[config.mk]
export PLATFORM = sky130hd
export DESIGN_NAME = mc_ctrl_fsm_flat
export DESIGN_NICKNAME = d
export VERILOG_FILES = /design/src/rtl/mc_ctrl_fsm_pkg.sv /design/src/rtl/mc_ctrl_fsm_if.sv /design/src/rtl/mc_ctrl_fsm_alu_ctrl_dec.sv /design/src/rtl/mc_ctrl_fsm.sv /design/src/flat_wrapper.sv
export SDC_FILE = /design/constraint.sdc
export NUM_CORES = 1
export LEC_CHECK = 0
export ABC_AREA = 0
export CORE_MARGIN = 2
export CORE_UTILIZATION = 30
export CTS_BUF_LIST = sky130_fd_sc_hd__clkbuf_4 sky130_fd_sc_hd__clkbuf_8 sky130_fd_sc_hd__clkbuf_16
export CTS_CLUSTER_SIZE = 8
export DETAILED_ROUTE_END_ITERATION = 6
export GPL_TIMING_DRIVEN = 0
export PLACE_DENSITY = 0.54
export SYNTH_ARGS = -nofsm -noshare
export SYNTH_HDL_FRONTEND = slang
export SYNTH_HIERARCHICAL = 1
export SYNTH_SLANG_ARGS = --single-unit
[constraint.sdc]
create_clock -name clk -period 2.3 [get_ports clk]
set_input_delay 0.345 -clock clk [delete_from_list [all_inputs] [get_ports clk]]
set_output_delay 0.345 -clock clk [all_outputs]
set_load 0.005 [all_outputs]
[src/rtl/mc_ctrl_fsm_pkg.sv]
// Shared control encodings for mc_ctrl_fsm (ctrl_encode_def): opcodes, funct codes,
// ALU operation codes, state encodings and the packed control-strobe bundle.
package mc_ctrl_fsm_pkg;

   localparam int unsigned StateW = 4;

   typedef enum logic [StateW-1:0] {
      StFetch  = 4'd0,
      StDecode = 4'd1,
      StMemAdr = 4'd2,
      StMemRd  = 4'd3,
      StMemWb  = 4'd4,
      StMemWr  = 4'd5,
      StExecR  = 4'd6,
      StExecI  = 4'd7,
      StAluWb  = 4'd8,
      StBranch = 4'd9,
      StJump   = 4'd10,
      StHalt   = 4'd11
   } state_e;

   typedef enum logic [4:0] {
      AluAdd  = 5'd0,
      AluAddu = 5'd1,
      AluSub  = 5'd2,
      AluSubu = 5'd3,
      AluAnd  = 5'd4,
      AluOr   = 5'd5,
      AluNor  = 5'd6,
      AluSlt  = 5'd7,
      AluSll  = 5'd8,
      AluSrl  = 5'd9,
      AluBne  = 5'd10
   } alu_op_e;

   localparam logic [5:0] OpRtype = 6'b000000;
   localparam logic [5:0] OpLw    = 6'b100011;
   localparam logic [5:0] OpSw    = 6'b101011;
   localparam logic [5:0] OpBeq   = 6'b000100;
   localparam logic [5:0] OpBne   = 6'b000101;
   localparam logic [5:0] OpAddi  = 6'b001000;
   localparam logic [5:0] OpOri   = 6'b001101;
   localparam logic [5:0] OpJ     = 6'b000010;

   localparam logic [5:0] FnAdd  = 6'b100000;
   localparam logic [5:0] FnAddu = 6'b100001;
   localparam logic [5:0] FnSub  = 6'b100010;
   localparam logic [5:0] FnSubu = 6'b100011;
   localparam logic [5:0] FnAnd  = 6'b100100;
   localparam logic [5:0] FnOr   = 6'b100101;
   localparam logic [5:0] FnNor  = 6'b100111;
   localparam logic [5:0] FnSlt  = 6'b101010;
   localparam logic [5:0] FnSll  = 6'b000000;
   localparam logic [5:0] FnSrl  = 6'b000010;

   typedef struct packed {
      logic       pc_write;
      logic       pc_write_cond;
      logic       i_or_d;
      logic       mem_read;
      logic       mem_write;
      logic       ir_write;
      logic       mem_to_reg;
      logic       reg_write;
      logic       reg_dst;
      logic       alu_src_a;
      logic [1:0] alu_src_b;
      logic [1:0] pc_source;
      alu_op_e    alu_ctrl;
   } ctrl_t;

endpackage

[src/rtl/mc_ctrl_fsm_if.sv]
// Controller/datapath bundle: instruction fields and memory handshake toward the FSM,
// strobes, selects, state and error back toward the datapath.
interface mc_ctrl_fsm_if
   import mc_ctrl_fsm_pkg::*;
();
   logic [5:0]        op;
   logic [5:0]        funct;
   logic              zero;
   logic              mem_ready;
   logic              pc_write;
   logic              pc_write_cond;
   logic              i_or_d;
   logic              mem_read;
   logic              mem_write;
   logic              ir_write;
   logic              mem_to_reg;
   logic              reg_write;
   logic              reg_dst;
   logic              alu_src_a;
   logic [1:0]        alu_src_b;
   logic [1:0]        pc_source;
   logic [4:0]        alu_ctrl;
   logic [StateW-1:0] state_o;
   logic              err;

   modport master (
      input  op, funct, zero, mem_ready,
      output pc_write, pc_write_cond, i_or_d, mem_read, mem_write, ir_write, mem_to_reg,
             reg_write, reg_dst, alu_src_a, alu_src_b, pc_source, alu_ctrl, state_o, err
   );

   modport slave (
      output op, funct, zero, mem_ready,
      input  pc_write, pc_write_cond, i_or_d, mem_read, mem_write, ir_write, mem_to_reg,
             reg_write, reg_dst, alu_src_a, alu_src_b, pc_source, alu_ctrl, state_o, err
   );
endinterface

[src/rtl/mc_ctrl_fsm_alu_ctrl_dec.sv]
// R-type funct to ALU operation decoder; valid is low for any unlisted funct.
module alu_ctrl_dec
   import mc_ctrl_fsm_pkg::*;
(
   input  logic [5:0] funct,
   output alu_op_e    alu_ctrl,
   output logic       valid
);
   always_comb begin
      alu_ctrl = AluAdd;
      valid    = 1'b1;
      case (funct)
         FnAdd:   alu_ctrl = AluAdd;
         FnAddu:  alu_ctrl = AluAddu;
         FnSub:   alu_ctrl = AluSub;
         FnSubu:  alu_ctrl = AluSubu;
         FnAnd:   alu_ctrl = AluAnd;
         FnOr:    alu_ctrl = AluOr;
         FnNor:   alu_ctrl = AluNor;
         FnSlt:   alu_ctrl = AluSlt;
         FnSll:   alu_ctrl = AluSll;
         FnSrl:   alu_ctrl = AluSrl;
         default: valid    = 1'b0;
      endcase
   end
endmodule

[src/rtl/mc_ctrl_fsm.sv]
// Multi-cycle MIPS-style control FSM with memory-wait timeout.
// Define MC_ILLEGAL_TRAP_EN to halt with err on illegal op/funct instead of a NOP.
module mc_ctrl_fsm
   import mc_ctrl_fsm_pkg::*;
#(
   parameter int unsigned MEM_TIMEOUT = 16
) (
   input logic           clk,
   input logic           rst_n,
   mc_ctrl_fsm_if.master bus
);
   localparam int unsigned    CntW    = $clog2(MEM_TIMEOUT + 1);
   localparam logic [CntW-1:0] CntLast = CntW'(MEM_TIMEOUT - 1);

   state_e          state_q, state_d;
   logic [CntW-1:0] wait_q, wait_d;
   logic            err_q, err_d;
   logic            mem_wait, illegal;
   ctrl_t           ctrl, ctrl_out;
   alu_op_e         funct_alu;
   logic            funct_ok;
   logic            unused_zero;

   alu_ctrl_dec u_alu_ctrl_dec (
      .funct    (bus.funct),
      .alu_ctrl (funct_alu),
      .valid    (funct_ok)
   );

   always_ff @(posedge clk or negedge rst_n) begin
      if (!rst_n) begin
         state_q <= StFetch;
         wait_q  <= '0;
         err_q   <= 1'b0;
      end else begin
         state_q <= state_d;
         wait_q  <= wait_d;
         err_q   <= err_d;
      end
   end

   always_comb begin
      state_d  = state_q;
      wait_d   = '0;
      err_d    = err_q;
      mem_wait = 1'b0;
      illegal  = 1'b0;
      ctrl     = '0;
      unique case (state_q)
         StFetch: begin
            ctrl.mem_read  = 1'b1;
            ctrl.alu_src_b = 2'b01;
            ctrl.alu_ctrl  = AluAddu;
            if (bus.mem_ready) begin
               ctrl.ir_write = 1'b1;
               ctrl.pc_write = 1'b1;
               state_d       = StDecode;
            end else begin
               mem_wait = 1'b1;
            end
         end
         StDecode: begin
            ctrl.alu_src_b = 2'b11;
            ctrl.alu_ctrl  = AluAddu;
            case (bus.op)
               OpLw, OpSw:     state_d = StMemAdr;
               OpAddi, OpOri:  state_d = StExecI;
               OpBeq, OpBne:   state_d = StBranch;
               OpJ:            state_d = StJump;
               OpRtype: begin
                  if (funct_ok) state_d = StExecR;
                  else          illegal = 1'b1;
               end
               default:        illegal = 1'b1;
            endcase
         end
         StMemAdr: begin
            ctrl.alu_src_a = 1'b1;
            ctrl.alu_src_b = 2'b10;
            ctrl.alu_ctrl  = AluAdd;
            state_d        = (bus.op == OpLw) ? StMemRd : StMemWr;
         end
         StMemRd: begin
            ctrl.i_or_d   = 1'b1;
            ctrl.mem_read = 1'b1;
            if (bus.mem_ready) state_d  = StMemWb;
            else               mem_wait = 1'b1;
         end
         StMemWr: begin
            ctrl.i_or_d    = 1'b1;
            ctrl.mem_write = 1'b1;
            if (bus.mem_ready) state_d  = StFetch;
            else               mem_wait = 1'b1;
         end
         StMemWb: begin
            ctrl.reg_write  = 1'b1;
            ctrl.mem_to_reg = 1'b1;
            state_d         = StFetch;
         end
         StExecR: begin
            ctrl.alu_src_a = 1'b1;
            ctrl.alu_ctrl  = funct_alu;
            state_d        = StAluWb;
         end
         StExecI: begin
            ctrl.alu_src_a = 1'b1;
            ctrl.alu_src_b = 2'b10;
            ctrl.alu_ctrl  = (bus.op == OpAddi) ? AluAdd : AluOr;
            state_d        = StAluWb;
         end
         StAluWb: begin
            ctrl.reg_write = 1'b1;
            ctrl.reg_dst   = (bus.op == OpRtype);
            state_d        = StFetch;
         end
         StBranch: begin
            // The datapath gates pc_write_cond with zero for both beq and bne.
            ctrl.alu_src_a     = 1'b1;
            ctrl.pc_write_cond = 1'b1;
            ctrl.pc_source     = 2'b01;
            ctrl.alu_ctrl      = (bus.op == OpBeq) ? AluSubu : AluBne;
            state_d            = StFetch;
         end
         StJump: begin
            ctrl.pc_write  = 1'b1;
            ctrl.pc_source = 2'b10;
            state_d        = StFetch;
         end
         StHalt:  state_d = StHalt;
         default: state_d = StFetch;
      endcase

      if (mem_wait) begin
         if (wait_q == CntLast) begin
            state_d = StHalt;
            err_d   = 1'b1;
         end else begin
            wait_d = wait_q + CntW'(1);
         end
      end

`ifdef MC_ILLEGAL_TRAP_EN
      if (illegal) begin
         state_d = StHalt;
         err_d   = 1'b1;
      end
`else
      if (illegal) state_d = StFetch;
`endif
   end

   // Strobes are held off for the whole reset pulse so an aborted access emits nothing.
   assign ctrl_out = rst_n ? ctrl : '0;

   assign bus.pc_write      = ctrl_out.pc_write;
   assign bus.pc_write_cond = ctrl_out.pc_write_cond;
   assign bus.i_or_d        = ctrl_out.i_or_d;
   assign bus.mem_read      = ctrl_out.mem_read;
   assign bus.mem_write     = ctrl_out.mem_write;
   assign bus.ir_write      = ctrl_out.ir_write;
   assign bus.mem_to_reg    = ctrl_out.mem_to_reg;
   assign bus.reg_write     = ctrl_out.reg_write;
   assign bus.reg_dst       = ctrl_out.reg_dst;
   assign bus.alu_src_a     = ctrl_out.alu_src_a;
   assign bus.alu_src_b     = ctrl_out.alu_src_b;
   assign bus.pc_source     = ctrl_out.pc_source;
   assign bus.alu_ctrl      = ctrl_out.alu_ctrl;
   assign bus.state_o       = state_q;
   assign bus.err           = err_q;
   assign unused_zero       = bus.zero;
endmodule

[src/flat_wrapper.sv]
// flat-port wrapper written by rule: the top's interface ports become plain ports
module mc_ctrl_fsm_flat import mc_ctrl_fsm_pkg::*;
#(
   parameter int unsigned MEM_TIMEOUT = 16
)
  (clk, rst_n, bus_op, bus_funct, bus_zero, bus_mem_ready, bus_pc_write, bus_pc_write_cond, bus_i_or_d, bus_mem_read, bus_mem_write, bus_ir_write, bus_mem_to_reg, bus_reg_write, bus_reg_dst, bus_alu_src_a, bus_alu_src_b, bus_pc_source, bus_alu_ctrl, bus_state_o, bus_err);
  mc_ctrl_fsm_if bus_i ();
  input logic clk;
  input logic rst_n;
  input wire logic [$bits(bus_i.op)-1:0] bus_op;
  input wire logic [$bits(bus_i.funct)-1:0] bus_funct;
  input wire logic [$bits(bus_i.zero)-1:0] bus_zero;
  input wire logic [$bits(bus_i.mem_ready)-1:0] bus_mem_ready;
  output wire logic [$bits(bus_i.pc_write)-1:0] bus_pc_write;
  output wire logic [$bits(bus_i.pc_write_cond)-1:0] bus_pc_write_cond;
  output wire logic [$bits(bus_i.i_or_d)-1:0] bus_i_or_d;
  output wire logic [$bits(bus_i.mem_read)-1:0] bus_mem_read;
  output wire logic [$bits(bus_i.mem_write)-1:0] bus_mem_write;
  output wire logic [$bits(bus_i.ir_write)-1:0] bus_ir_write;
  output wire logic [$bits(bus_i.mem_to_reg)-1:0] bus_mem_to_reg;
  output wire logic [$bits(bus_i.reg_write)-1:0] bus_reg_write;
  output wire logic [$bits(bus_i.reg_dst)-1:0] bus_reg_dst;
  output wire logic [$bits(bus_i.alu_src_a)-1:0] bus_alu_src_a;
  output wire logic [$bits(bus_i.alu_src_b)-1:0] bus_alu_src_b;
  output wire logic [$bits(bus_i.pc_source)-1:0] bus_pc_source;
  output wire logic [$bits(bus_i.alu_ctrl)-1:0] bus_alu_ctrl;
  output wire logic [$bits(bus_i.state_o)-1:0] bus_state_o;
  output wire logic [$bits(bus_i.err)-1:0] bus_err;
  assign bus_i.op = bus_op;
  assign bus_i.funct = bus_funct;
  assign bus_i.zero = bus_zero;
  assign bus_i.mem_ready = bus_mem_ready;
  assign bus_pc_write = bus_i.pc_write;
  assign bus_pc_write_cond = bus_i.pc_write_cond;
  assign bus_i_or_d = bus_i.i_or_d;
  assign bus_mem_read = bus_i.mem_read;
  assign bus_mem_write = bus_i.mem_write;
  assign bus_ir_write = bus_i.ir_write;
  assign bus_mem_to_reg = bus_i.mem_to_reg;
  assign bus_reg_write = bus_i.reg_write;
  assign bus_reg_dst = bus_i.reg_dst;
  assign bus_alu_src_a = bus_i.alu_src_a;
  assign bus_alu_src_b = bus_i.alu_src_b;
  assign bus_pc_source = bus_i.pc_source;
  assign bus_alu_ctrl = bus_i.alu_ctrl;
  assign bus_state_o = bus_i.state_o;
  assign bus_err = bus_i.err;
  mc_ctrl_fsm #(.MEM_TIMEOUT(MEM_TIMEOUT)) u_core (.clk(clk), .rst_n(rst_n), .bus(bus_i));
endmodule
## Word-level counts from Yosys, hierarchy flattened

Cells that the tools add are included.

- Equal/unequal tests: 28
- Add/sub/neg operators: 1
- Mux-type cells: 36
- Reduce and logical (&&, ||, !) cells: 17

Operators by type and width:

| kind | number |
|---|---|
| 6-bit equality test, second input constant | 10 |
| 4-bit case mux with 9 select lines | 1 |
| 4-bit two-way mux | 8 |
| 4-bit case mux with 7 select lines | 1 |
| 4-bit case mux with 5 select lines | 1 |
| 5-bit case mux with 4 select lines | 1 |
| 19-bit two-way mux | 1 |
| 2-bit OR reduction | 9 |
| 4-bit by 3-bit equality test with 1-bit output, second input constant | 4 |
| 4-bit equality test, second input constant | 4 |
| 1-bit two-way mux | 15 |
| 6-bit by 2-bit equality test with 1-bit output, second input constant | 2 |
| 6-bit by 3-bit equality test with 1-bit output, second input constant | 2 |
| 6-bit by 4-bit equality test with 1-bit output, second input constant | 2 |
| 6-bit zero test | 2 |
| 5-bit two-way mux | 2 |
| 10-bit OR reduction | 1 |
| 4-bit by 2-bit equality test with 1-bit output, second input constant | 2 |
| 7-bit OR reduction | 1 |
| 3-bit two-way mux | 2 |
| 2-bit case mux with 3 select lines | 1 |
| 5-bit by 1-bit adder with 5-bit output, second input constant | 1 |
| 5-bit by 4-bit equality test with 1-bit output, second input constant | 1 |
| 4-bit by 1-bit equality test with 1-bit output, second input constant | 1 |
| other kinds (6) | 7 |

- Input bits: 16
- Logic and storage cells: 85
- Bits in registers: 10
- Output and inout port bits: 24

## Longest topological paths before layout

Gate-level depths: netlist of run 1.

- Word-level depth: 9
- Gate-level depth with buffers: 7
- Depth with buffers taken out: 7

## Cells and area by module

Netlist of run 1, hierarchy kept.

By module, submodules not included:

| module | seq. area each (um2) | cells an instance | area an instance (um2) | instances |
|---|---|---|---|---|
| mc_ctrl_fsm | 250.2 | 135 | 1031.0 | 1 |
| alu_ctrl_dec | 0.0 | 21 | 155.1 | 1 |

## Worst setup path after synthesis of run 1

Ideal clock, no wire load.

- Path kind: reg2out
- From: register u_core.state_q[1], in the netlist u_core/bus.state_o[1]
- To: output port bus_pc_write
- Cell stages (with the launch flop): 6
- Data arrival time: 1259 ps
- Required time: 1955 ps
- Path slack: 696 ps
- Cells stage by stage: dfrtp_1 -> buf_4 -> clkbuf_1 -> nor3_1 -> nand2_1 -> a21oi_1

- Word-level cells in the longest chain between the ends: 3

Ends and longest elaborated chain:

| what | RTL line | RTL |
|---|---|---|
| start: declaration | mc_ctrl_fsm.sv:15 | `state_e state_q, state_d;` |
| start signal: assignment | mc_ctrl_fsm.sv:32 | `state_q <= StFetch;` |
| start signal: assignment | mc_ctrl_fsm.sv:36 | `state_q <= state_d;` |
| 4-bit equality test or 4-bit zero test (tied branches) | mc_ctrl_fsm.sv:49 | `unique case (state_q)` |
| 1-bit case mux with 2 select lines (*) | mc_ctrl_fsm.sv:49 |  |
| 19-bit two-way mux (*) | mc_ctrl_fsm.sv:153 | `assign ctrl_out = rst_n ? ctrl : '0;` |
| end: declaration | flat_wrapper.sv:14 | `output wire logic [$bits(bus_i.pc_write)-1:0] bus_pc_write;` |

Every way passes the cells marked *; elsewhere a longest branch is shown, timed or not.

## Worst setup path after layout of run 1

- From: register u_core.state_q[0], in the netlist u_core/bus.state_o[0]
- To: output port bus_alu_ctrl[2]

- Word-level cells in the longest chain between the ends: 4

Ends and longest elaborated chain:

| what | RTL line | RTL |
|---|---|---|
| 4-bit by 1-bit equality test with 1-bit output or 4-bit zero test (tied branches) | mc_ctrl_fsm.sv:49 |  |
| 2-bit OR reduction (no source line) | -- |  |
| 5-bit case mux with 4 select lines (*) | mc_ctrl_fsm.sv:49 |  |
| 19-bit two-way mux (*) | mc_ctrl_fsm.sv:153 |  |
| end: declaration | flat_wrapper.sv:26 | `output wire logic [$bits(bus_i.alu_ctrl)-1:0] bus_alu_ctrl;` |

Marked as above.

==> results.cfg, run 1 <==
[status]
status = finished, final reports clean

[cts]
cts_tree = yes
ctsHtreeMaxLevel = 1
cts_num_sinks = 10
clk_pin_slew_worst_paths_ps = 40
clock_latency_ps = 230
cts_root_buf = clkbuf_8
cts_buffers = 3
cts.path.max_buffers = 2

[setup_path]
crit_path_start = u_core/bus.state_o[0]
path_buf_inv = 3
crit_path_frequent_cell = buf_4
worstPathCellList = buf_4 -> buf_4 -> a31o_2 -> nor2_1 -> clkdlybuf4s50_1
cpPeakStageDelay_ps = 500
worstPathMaxFanout = 10
worst_setup_path_start_kind = flip-flop
crit_type = flip-flop to output port
timing.rr.start = u_core/bus.state_o[1]
crit_path_end_kind = output port
path_delay_family = buffers and inverters
cp.required_ps = 1960
crit_slowest_cell = clkdlybuf4s50_1
worstPathArrival_ps = 1870
path_depth = 5
rr_worst_depth = 6

[floorplanning]
std_cell_rows = 22
die_w_microns = 66.88
die_y_microns = 66.88
core_sq_mm = 0.003744
ios = 40
start_util = 0.3168
die-area_sq_mm = 0.004473

[layout]
diodes = 0
final_common_cell = clkdlybuf4s50_1
final_cell_area_sq_mm = 0.001770
finalNetCount = 218
nFillCells = 414
drive_above_1_share = 0.2412
most-common-layout-cells = 17 x clkdlybuf4s50_1, 14 x nor2_1, 12 x buf_4, 11 x dlygate4sd2_1
area_delta_synth_final_pct = 49.26

[timing]
fin_crit_ps = 2219
final-hold-violation-count = 0
worst_slack_ps = 80.67
holdWs_ps = 9.760
clock_skew_ps = 1.570
min_period_over_period = 0.9649
finalSetupViolations = 0
slew_violations = 0
timing.fmax_mhz = 450.6
rsz0062_at_grt = yes

[logic_synthesis]
synthCells = 156
synth_area_per_cell_sq_um = 7.603
async_flop_share = 1.000
synth_seq_area_share = 0.2110
synth.area.top_cells = dfrtp_1 21%, nor2_1 5.1%, nand2b_1 4.7%
syn_nets = 173
synth-seq-cells = 10
synth.cell_area_sq_mm = 0.001186
yosys.area.top_type_share = 0.2110
yosys_warnings = 6
synth_top_area_cell = dfrtp_1
synth-edff-count = 0
ys.flop_type = dfrtp_1
ys_types = 53

[placement]
post-place-ws_ps = -658.4
dp_hpwl_mm = 2.720
place_congestion = 0.8641
place_area_sq_mm = 0.001577
numPortBuffers = 33

[detailed_routing]
first_iter_violations = 58
num_vias = 1306
drt.antenna.violating_nets = 0
post_drt_via_cell_ratio = 5.287
drt_pre_antenna_iters = 6
routed_wl_mm = 3.594
drc_errors = 0
avgRoutedWirePerCell_microns = 14.55

[power]
power_density_mw_per_mm2 = 353.0
power_uw = 625.0
ir_drop_mv = 0.2061
power.leakage_nw = 0.7691

[global_routing]
grt-ovfl-total = 0
grt_first_pass_wirelength_mm = 5.844
grt_usage = 0.1663
grt_max_degree = 14
first_global_vias = 1257
grt_antenna_before_repair = 0

[flow_run]
drv_cap = 0

[min_path]
min_path_type = primary input to asynchronous set/reset pin
final timing paths:
check | slack, ps | to
min in group clk | 460 | u_core/bus.err
max in group asynchronous | 2030 | u_core/bus.state_o[3]
min | 10 | u_core/bus.err
min reg2reg | 460 | u_core/bus.err
max reg2reg | 590 | u_core/bus.state_o[2]
max | 80 | bus_alu_ctrl[2]
stage by stage:
stage,std cells,util,setup TNS [ps]
3_5_place_dp,237,0.4211,-7404
5_1_grt,247,0.4729,-11.85
4_1_cts,241,0.4489,0
3_3_place_gp,237,0.4211,-6702
6_report,247,0.4729,0
2_1_floorplan,156,-,0
registers in the layout, summed over array words and instances, names as in the netlist:
| name | flops |
|---|---|
| u_core/bus.state_o | 4 |
| u_core/bus.err | 1 |
| u_core/wait_q | 5 |
per-layer routing:
layer	vias to the layer above	GRT usage	wire length [microns]
met5	-	0	0
met4	0	0.02296	8
met3	2	0.03209	135
met2	27	0.2538	1619
met1	615	0.2459	1830
li1	662	-	-
repair_timing:
action / in CTS / in global routing
gates resized for setup: 36 / 21
hold buffers: 0 / 0
pin swaps: 2 / 1
buffers inserted: 1 / 6
endpoints found under the setup margin: 18 / 7
power by group:
part	internal, mW	switching [mW]
clock	0.114	0.0580
combinational	0.126	0.127
sequential	0.188	0.0129
cells by family (layout without fill, tap and decap cells):
family,after synthesis,count (layout),synth area share
flops,10,10,0.2110
simple gates,87,87,0.4388
xor+xnor,5,5,0.03692
other cells,1,1,0.003162
buf+inv,16,59,0.06750
mux,2,2,0.01793
fa+ha+maj,1,1,0.01055
compound gates,34,34,0.2141
final cells by class:
cell class	count	area, sq um	share of cell area
inverters	3	11.26	0.006360
plain buffers	13	98.84	0.05583
clock buffers	3	41.29	0.02332
multi-input cells	130	933.4	0.5272
repair buffers	40	371.6	0.2099
flip-flops and latches	10	254.0	0.1435
well taps	48	60.06	0.03392
synthesized netlist by cell type, types with 4 or more instances:
cell	count
clkbuf_1	4
nor2b_1	9
buf_2	4
nor3_1	7
a21oi_1	7
nand2_1	9
nand3_1	8
dfrtp_1	10
buf_4	4
nand3b_1	5
nand2b_1	9
xor2_1	4
nor2_1	16
Note: power is estimated with default switching activity, not from simulation.
==> run 2: changes to the inputs <==
--- a/config.mk
+++ b/config.mk
@@ -6,7 +6,7 @@
 export NUM_CORES = 1
 export LEC_CHECK = 0
 export ABC_AREA = 0
-export CORE_MARGIN = 2
+export ABC_CLOCK_PERIOD_IN_PS = 2300
 export CORE_UTILIZATION = 30
 export CTS_BUF_LIST = sky130_fd_sc_hd__clkbuf_4 sky130_fd_sc_hd__clkbuf_8 sky130_fd_sc_hd__clkbuf_16
 export CTS_CLUSTER_SIZE = 8
==> results.cfg, run 2 (same netlist as run 1, synthesis figures left out) <==
[setup_path]
crit_type = flip-flop to output port
timing.rr.start = u_core/bus.state_o[1]
rr_worst_depth = 5
r2r_end = u_core/bus.state_o[1]
cp.required_ps = 1960
crit_path_end_kind = output port
worst_setup_path_start_kind = flip-flop
r2r_slack_ps = 650
crit_slowest_cell = clkdlybuf4s50_1
cpPeakStageDelay_ps = 500
worstPathArrival_ps = 1920
worstPathMaxFanout = 10
worstPathCellList = buf_6 -> nand2b_4 -> nor3_4 -> nand2_2 -> a21oi_2 -> clkdlybuf4s50_1

[cts]
cts_tree = yes
clk_pin_slew_worst_paths_ps = 50
cts_buffers = 3
cts_root_buf = clkbuf_8
clock_latency_ps = 230
cts_num_sinks = 10
ctsHtreeMaxLevel = 1
cts.path.max_buffers = 2

[floorplanning]
die-area_sq_mm = 0.004209
die_w_microns = 64.88
std_cell_rows = 22
start_util = 0.3192
core_sq_mm = 0.003716
ios = 40
die_y_microns = 64.88

[flow_run]
drv_cap = 0

[timing]
fin_crit_ps = 2260
rsz0062_at_grt = yes
timing.fmax_mhz = 442.5
final-hold-violation-count = 4
finalSetupViolations = 0
worst_slack_ps = 39.97
clock_skew_ps = 3.917
slew_violations = 0
min_period_over_period = 0.9826
holdWs_ps = -3.327

[layout]
diodes = 0
finalNetCount = 216
nFillCells = 385
largest_reg_flops = 5
post-route-util = 0.4764
largest-register = u_core/wait_q
fin_cells = 246
area_delta_synth_final_pct = 49.26
most-common-layout-cells = 19 x clkdlybuf4s50_1, 14 x nor2_1, 10 x buf_4, 9 x dlygate4sd2_1
final_common_cell = clkdlybuf4s50_1
drive_above_1_share = 0.2525

[detailed_routing]
routed_wl_mm = 3.479
num_vias = 1301
drt_pre_antenna_iters = 4
drt.antenna.violating_nets = 0
post_drt_via_cell_ratio = 5.289
first_iter_violations = 33
avgRoutedWirePerCell_microns = 14.14
drc_errors = 0

[status]
status = finished, violations left
violations = negative hold slack

[min_path]
min_path_type = primary input to asynchronous set/reset pin

[global_routing]
grt_usage = 0.1742
grt-ovfl-total = 0
grt_antenna_before_repair = 0
first_global_vias = 1197
grt_first_pass_wirelength_mm = 5.844
grt_max_degree = 14

[placement]
place_inst = 237
place_congestion = 0.8276
numPortBuffers = 33
post-place-ws_ps = -694.3
dp_hpwl_mm = 2.663

[power]
power.leakage_nw = 0.7458
power_density_mw_per_mm2 = 377.9
ir_drop_mv = 0.3049
-- run 2: changes by cell type in the layout (fill, tap and decap cells not counted), moves of 2 or more --
cell	delta
dlygate4sd2_1	-2
clkdlybuf4s50_1	+2
clkbuf_2	+2
buf_4	-2
-- run 2: worst max-delay path by stage --
stage	to	start
2_1_floorplan	bus_pc_write	u_core/bus.state_o[1]
5_1_grt	bus_pc_write	u_core/bus.state_o[2]
3_3_place_gp	bus_alu_ctrl[3]	rst_n
6_report	bus_pc_write	u_core/bus.state_o[2]
3_5_place_dp	bus_alu_ctrl[3]	rst_n
4_1_cts	bus_pc_write	u_core/bus.state_o[2]
-- run 2: final cells by class --
| cell class | instances | area, sq um | area share |
|---|---|---|---|
| Inverter | 3 | 11.26 | 0.006360 |
| Multi-Input combinational cell | 130 | 943.4 | 0.5329 |
| Buffer | 13 | 95.09 | 0.05371 |
| Tap cell | 48 | 60.06 | 0.03392 |
| Clock buffer | 4 | 55.05 | 0.03110 |
| Timing Repair Buffer | 38 | 351.6 | 0.1986 |
| Sequential cell | 10 | 254.0 | 0.1435 |
-- run 2: repair_timing --
| item | CTS | global route |
|---|---|---|
| pin swaps | 1 | 3 |
| hold endpoints to repair | 0 | 0 |
| hold buffers | 0 | 0 |
| setup endpoints to repair | 18 | 11 |
| gates resized for setup | 33 | 25 |
| setup buffers | 1 | 4 |
-- run 2: stage by stage --
stage | total power, mW | instance area [sq um] | setup TNS, ps | hold WS [ps]
after floorplan | 0.3299 | 1186 | 0 | 49.41
after global placement | 0.4242 | 1577 | -6917 | 447.0
after detailed placement | 0.4275 | 1577 | -7451 | 454.6
after CTS | 0.6598 | 1685 | -37.15 | 92.36
after global routing | 0.7147 | 1770 | -42.18 | 19.01
final | 0.6691 | 1770 | 0 | -3.327
-- run 2: power by group --
part | switching, mW | internal (mW)
sequential | 0.0135 | 0.188
combinational | 0.125 | 0.126
clock | 0.0669 | 0.150
total | 0.205 | 0.464
-- run 2: worst max-delay path, delay by kind of cell (launching register included) --
family,cells,cell delay [ps]
AO/OA/AOI/OAI,1,110
buffers and inverters,2,660
flip-flops,1,440
AND/OR/NAND/NOR,3,460
-- run 2: metal layers --
metal / track usage / part of all wire
met5: 0 / 0
met4: 0.01667 / 0
met3: 0.03345 / 0.054
met2: 0.2878 / 0.46
met1: 0.2404 / 0.48
==> run 3: changes to the inputs <==
--- a/config.mk
+++ b/config.mk
@@ -13,6 +13,7 @@
 export DETAILED_ROUTE_END_ITERATION = 6
 export GPL_TIMING_DRIVEN = 0
 export PLACE_DENSITY = 0.54
+export SKIP_LAST_GASP = 1
 export SYNTH_ARGS = -nofsm -noshare
 export SYNTH_HDL_FRONTEND = slang
 export SYNTH_HIERARCHICAL = 1
==> results.cfg, run 3 (same netlist as run 1, synthesis figures left out) <==
[status]
status = finished, violations left
violations = negative hold slack

[setup_path]
cp.required_ps = 1960
r2r_end = u_core/bus.state_o[1]
worst_setup_path_start_kind = flip-flop
timing.rr.start = u_core/bus.state_o[1]
crit_path_start = u_core/bus.state_o[2]
worstPathArrival_ps = 1920
rr_worst_depth = 5
crit_type = flip-flop to output port
r2r_slack_ps = 650
crit_path_end_kind = output port
worstPathMaxFanout = 10

[detailed_routing]
first_iter_violations = 53
drt.antenna.violating_nets = 0
routed_wl_mm = 3.506
num_vias = 1309
drt_pre_antenna_iters = 4
drc_errors = 0
avgRoutedWirePerCell_microns = 14.25
post_drt_via_cell_ratio = 5.321

[power]
swShare = 0.3067
p_int_uw = 464.0
power.leakage_nw = 0.7539
pwr-share-comb = 0.375
ir_drop_mv = 0.3050
power_density_mw_per_mm2 = 378.0
switchingPower_uw = 205.2
clock_power_share = 0.324
pwr-share-seq = 0.301

[placement]
post-place-ws_ps = -694.3
place_inst = 237
place_congestion = 0.8276
dp_hpwl_mm = 2.663
numPortBuffers = 33

[layout]
diodes = 0
fin_cells = 246
largest-register = u_core/wait_q
finalNetCount = 216
drive_above_1_share = 0.2475
largest_reg_flops = 5
area_delta_synth_final_pct = 49.26
multi_input_area_sq_um = 939.7
most-common-layout-cells = 19 x clkdlybuf4s50_1, 14 x nor2_1, 10 x buf_4
ff_latch_area_sq_um = 254.0
final_common_cell = clkdlybuf4s50_1
nFillCells = 385

[floorplanning]
std_cell_rows = 22
core_sq_mm = 0.003716
die-area_sq_mm = 0.004209
ios = 40
die_y_microns = 64.88
die_w_microns = 64.88
start_util = 0.3192

[global_routing]
grt-ovfl-total = 0
grt_usage = 0.1738
grt_max_degree = 14
first_global_vias = 1199
grt_antenna_before_repair = 0
grt_first_pass_wirelength_mm = 5.830

[flow_run]
drv_cap = 0

[timing]
worst_slack_ps = 32.87
timing.fmax_mhz = 441.1
rsz0062_at_grt = yes
final-hold-violation-count = 3
min_period_over_period = 0.9857
holdWs_ps = -1.600
slew_violations = 0
finalSetupViolations = 0
clock_skew_ps = 3.907
fin_crit_ps = 2267

[cts]
cts_tree = yes
clk_pin_slew_worst_paths_ps = 50
cts_root_buf = clkbuf_8
cts.path.max_buffers = 2
ctsHtreeMaxLevel = 1
clock_latency_ps = 230
cts_buffers = 3
cts_num_sinks = 10

[min_path]
min_path_type = primary input to asynchronous set/reset pin
-- run 3: cell types whose count changed in the layout (fill, tap and decap cells not counted) --
cell	change
a21oi_1	+1
dlymetal6s2s_1	+1
dlygate4sd2_1	-1
a21oi_2	-1
-- run 3: stage by stage --
step	hold slack (ps)	utilization	cell area (sq um)	TNS (ps)	power, mW
final	-1.600	0.4764	1770	0	0.6692
after global routing	19.01	0.4764	1770	-86.50	0.7146
after CTS	92.36	0.4508	1675	-345.1	0.6592
after detailed placement	454.6	0.4242	1577	-7451	0.4275
after global placement	447.0	0.4242	1577	-6917	0.4242
after floorplan	49.41	-	1186	0	0.3299
-- run 3: how the worst max path moves through the flow --
stage                      end  slack, ps
2_1_floorplan     bus_pc_write        700
3_3_place_gp   bus_alu_ctrl[3]       -650
3_5_place_dp   bus_alu_ctrl[3]       -690
4_1_cts           bus_pc_write       -120
5_1_grt           bus_pc_write        -80
6_report          bus_pc_write         30
-- run 3: layout make-up --
class                   count  share of cell area
clock buffers               4             0.03110
flip-flops and latches     10              0.1435
plain buffers              13             0.05371
repair buffers             38              0.2007
multi-input cells         130              0.5307
well taps                  48             0.03392
inverters                   3            0.006360
-- run 3: repair_timing --
action,in CTS,in global routing
setup endpoints to repair,18,13
hold buffers,0,0
resized for setup,28,29
setup buffers,1,4
endpoints found under the hold margin,0,0
pin swaps,1,3
-- run 3: metal layers --
| metal | wire length [microns] | vias to the layer above | part of all wire | GRT usage |
|---|---|---|---|---|
| met4 | 0 | 0 | 0 | 0.01667 |
| met1 | 1719 | 616 | 0.49 | 0.2404 |
| li1 | - | 655 | - | - |
| met5 | 0 | - | 0 | 0 |
| met2 | 1632 | 38 | 0.47 | 0.2865 |
| met3 | 154 | 0 | 0.044 | 0.03345 |
-- run 3: power by group through the flow --
| stage | sequential (mW) | clock [mW] | combinational [mW] |
|---|---|---|---|
| finish | 0.201 | 0.217 | 0.251 |
| global route | 0.202 | 0.235 | 0.278 |
| CTS | 0.200 | 0.226 | 0.233 |
| detailed placement | 0.202 | 0 | 0.226 |
| global placement | 0.201 | 0 | 0.223 |
| floorplan | 0.199 | 0 | 0.131 |
-- run 3: critical path: stages, from the launching register on --
cell and delay [ps]:
dfrtp_2 450, buf_6 160, nand2b_4 150, nor3_4 210, nand2_2 80, a21oi_1 130
clkdlybuf4s50_1 510
==> patch 1, RTL diff (config.mk and constraints of run 2) <==
Reset style: synchronous (`rst_n`), changed in one clocked block.
--- a/src/rtl/mc_ctrl_fsm.sv
+++ b/src/rtl/mc_ctrl_fsm.sv
@@ -27,7 +27,7 @@
       .valid    (funct_ok)
    );
 
-   always_ff @(posedge clk or negedge rst_n) begin
+   always_ff @(posedge clk) begin
       if (!rst_n) begin
          state_q <= StFetch;
          wait_q  <= '0;
Check against the original RTL: differs if rst_n is asserted again (counterexample within 4 cycles, from zero or initial values and one cycle with rst_n low); with rst_n held inactive, the same outputs for 10 cycles.
==> patch 1 against run 2 <==
Via count is 7.6% higher; wire length shrank 0.75%; non-clock buffer count did not move; cell area is 2.8% higher; worst setup slack improved by 0.033 ns; synthesized area rose by 4.6%; cell count is 12% higher; critical endpoint unchanged; synthesized cell count increased by 18%; power fell by 12%; register-to-register slack worse by 0.30 ns; sequential cell count did not move; maximum frequency rose by 1.5%; sequential power fell by 10%.
==> patch 1: results (changes against run 2) <==
Global route
  • Vias in the first global route: 1,263 (+5.5%)
  • Gr usage total: 0.162 (-0.0124)

Setup path
  • Worst Reg-to-Reg Cells: 8 (+3)
  • Crit path DAT: 1.88 ns (-0.04 ns)
  • Crit path launch: rst_n
  • Internal reg-to-reg setup slack: 0.35 ns (-0.30 ns)
  • Worst r2r dst: u_core/bus.state_o[2]
  • R2r startpoint: u_core/wait_q[0]

Placed design
  • IO Port Bufs: 36 (+9.1%)
  • Placed cell areas: 0.00166 mm² (+5.6%)

Yosys
  • Mapped Cells: 184 (+18%)
  • Top cells by area, synth: dfxtp_1 16%, nor2_1 7.6%, a21oi_1 4.0%
  • Multiplexer share of the synthesized area: 0.0171 (-0.000795)
  • Synth Area in Adders: 0.0202 (+0.00961)
  • Synth async-reset ratio: 0 (-1.00)
  • Main flop type after synthesis: dfxtp_1

Final layout
  • Layout cells sized above 1: 0.182 (-0.0703)
  • Filler Cell Count: 433 (+12%)
  • Final layout net count: 244 (+13%)

Route
  • Routed wl met2: 1.47 mm (-9.3%)
  • Met3 WL: 135 µm (-28%)
  • Starting DRT DRC Count: 60 (+82%)

Min path
  • HP Class: reg2reg

Outcome
  • Outcome: finished, final reports clean

STA
  • Clock skew: 0.00305 ns (-0.000869 ns)
[patch 1: cell count changes after synthesis, moves of 3 or more]
cell | run 2 | this run
a21oi_1 | 7 | 10
dfrtp_1 | 10 | 0
inv_1 | 3 | 7
o21ai_0 | 2 | 7
buf_2 | 4 | 9
nor3_1 | 7 | 10
nor2_1 | 16 | 25
nand2_1 | 9 | 13
dfxtp_1 | 0 | 10
nor2b_1 | 9 | 6
[patch 1: layout make-up]
type | count | area (µm²) | area share
multi-input combinational | 152 | 985 | 0.541
timing repair buffer | 37 | 355 | 0.195
sequential | 10 | 200 | 0.110
buffer | 14 | 133 | 0.0729
tap | 50 | 62.6 | 0.0344
clock buffer | 4 | 55.1 | 0.0302
inverter | 8 | 30.0 | 0.0165
[patch 1: power by group]
| part | switching (mW) | total [mW] | internal [mW] |
|---|---|---|---|
| Clock | 0.0626 | 0.213 | 0.150 |
| Sequential | 0.00288 | 0.181 | 0.179 |
| Combinational | 0.104 | 0.194 | 0.0896 |
==> patch 2, RTL diff (settings of run 2) <==
Without the edit above. The option `MC_ILLEGAL_TRAP_EN` is turned on by a define.
--- a/src/rtl/mc_ctrl_fsm.sv
+++ b/src/rtl/mc_ctrl_fsm.sv
@@ -1,5 +1,7 @@
 // Multi-cycle MIPS-style control FSM with memory-wait timeout.
 // Define MC_ILLEGAL_TRAP_EN to halt with err on illegal op/funct instead of a NOP.
+`define MC_ILLEGAL_TRAP_EN
+
 module mc_ctrl_fsm
    import mc_ctrl_fsm_pkg::*;
 #(
Formal check against the unedited RTL: not equivalent (Yosys sat finds a counterexample within 4 cycles, from zero or initial values and one cycle with rst_n low).
==> patch 2 against run 2 <==
Synthesized area increased by 1.1%; wire length rose by 2.2%; synthesized cell count increased by 3.8%; die area rose by 1.0%; count of clock-buffer cells in the layout stayed put; critical path depth unchanged; core utilization up 2.8 points; worst setup slack better by 0.025 ns; worst hold slack better by 0.46 ns; cell count grew 5.3%; sequential cell count unchanged; cell area is 6.6% higher; critical path type is now in2out; critical endpoint is now bus_alu_ctrl[3].
Power is not compared: it rests on default switching activity, and its combinational part moved more than twofold at a synthesized area within 25%.
==> patch 2: results (changes against run 2) <==
Yosys
  • Top cells by area, synth: dfrtp_1 21%, nor2_1 5.0%, nor3_1 4.6%
  • Count of cell types in the netlist: 54 (+1.9%)
  • Multiplexer share of the synthesized area: 0.00939 (-0.00854)
  • Compound-Gate Fraction of Synth Area: 0.218 (+0.00403)
  • Ys Warns: 6 (unchanged)
  • Sequential area share after synthesis: 0.209 (-0.00220)
  • Post-synth top cells: 16 x nor2_1, 11 x nor3_1, 10 x dfrtp_1, 10 x nand2_1, 10 x o21ai_0
  • Net count after synthesis: 179 (+3.5%)
  • Synth Area in Adders: 0.0188 (+0.00824)
  • Xor-xnor portion of the synthesized cell area: 0.0438 (+0.00692)

Setup path
  • Crit path launch: bus_funct[2]
  • Max stage delay cell, worst path: or4_4
  • Crit path DAT: 1.89 ns (-0.03 ns)
  • Worst Reg-to-Reg Cells: 6 (+1)
  • Setup crit end: bus_alu_ctrl[3]
  • Internal reg-to-reg setup slack: 0.41 ns (-0.24 ns)
  • Crit-path max cell delay: 0.53 ns (+0.03 ns)
  • R2r startpoint: u_core/bus.state_o[3]
  • Worst r2r dst: u_core/bus.state_o[3]
  • CP top delay family: simple AND/OR/NAND/NOR gates
  • Worst-path fanout max: 7 (-3)

Global route
  • Largest net degree at the start of global routing: 11 (-3)
  • Global-route wire length before repair: 5.71 mm (-2.2%)
  • Vias in the first global route: 1,254 (+4.8%)
  • Gr usage total: 0.167 (-0.00722)

Clock tree
  • Clock input transition at the sequential cells of the worst setup and hold paths: 0.05 ns (about the same)
  • Skew-Pair Late Insertion Delay: 0.24 ns
  • H-tree depth: 1 (unchanged)
  • Longest Clk Path Bufs: 2 (unchanged)

Placed design
  • Pre-CTS WS: -0.700 ns (-0.00588 ns)
  • DP HPWL: 2.57 mm (-3.6%)
  • IO Port Bufs: 34 (+3.0%)
  • GPL Wtd Cong: 0.831 (+0.39%)

STA
  • Final Critical Period: 2.24 ns (-0.0247 ns)
  • Clock skew: 0.00320 ns (-0.000714 ns)

Final layout
  • Antenna diodes: 0 (unchanged)
  • Top reg by flops: u_core/wait_q
  • Layout cells sized above 1: 0.294 (+0.0413)
  • Final layout net count: 229 (+6.0%)

Outcome
  • Outcome: finished, final reports clean

Route
  • WL/cell: 13.7 µm (-2.9%)
  • Starting DRT DRC Count: 63 (+91%)
  • Via Count: 1,368 (+5.1%)
  • Drt drc: 0 (unchanged)
  • First drt pass iteration count: 4 (unchanged)

Min path
  • Hold Startpoint: u_core/wait_q[0]
  • WHS Path Cells: 1
  • HP Class: reg2reg
==> patch 2: cell types whose count changed after synthesis, moves of 3 or more <==
cell,delta
o21ai_0,+8
nand3_1,-3
a21boi_0,-3
inv_1,+6
o22ai_1,-3
nor3_1,+4
a31oi_1,+3
nor2b_1,-5
nand2b_1,-4
==> patch 2: through the flow <==
stage	hold slack, ns	cells	power (mW)	cell area (µm²)
final	0.461	259	0.500	1890
after global routing	0.478	259	0.525	1890
after CTS	0.460	250	0.505	1740
after detailed placement	0.453	244	0.276	1600
after global placement	0.446	244	0.272	1600
after floorplan	0.0494	162	0.232	1200
==> patch 2: cells by family after synthesis <==
family                   after synthesis
multiplexers                           1
flip-flops                            10
adder cells (fa/ha/maj)                2
buffers and inverters                 22
AO/OA/AOI/OAI                         38
AND/OR/NAND/NOR                       82
XOR/XNOR                               6
other                                  1
==> patch 2: where the power goes <==
part | internal [mW] | leakage [nW] | switching [mW] | total (mW)
Clock | 0.151 | 0.0288 | 0.0701 | 0.221
Combinational | 0.0470 | 0.661 | 0.0550 | 0.102
Sequential | 0.177 | 0.120 | 0.000356 | 0.178
==> patch 2: layer usage <==
metal,GRT usage,vias up,routed length (µm)
li1,-,680,-
met1,0.233,638,1740
met2,0.263,43,1610
met3,0.0347,7,171
met4,0.0353,0,36
met5,0,-,0
==> patch 2: final cells by class <==
type	count	area, µm²
inverters	9	41.3
fillers	371	1860
flip-flops and latches	10	253
multi-input cells	130	955
repair buffers	45	402
clock buffers	4	55.1
well taps	48	60.1
plain buffers	13	121
==> patch 2: repair_timing <==
item / 4_1_cts / 5_1_grt
buffers inserted: 1 / 9
pin swaps: 1 / 5
resized for setup: 46 / 34
hold endpoints to repair: 10 / 0
hold buffers: 1 / 0
setup endpoints to repair: 18 / 12
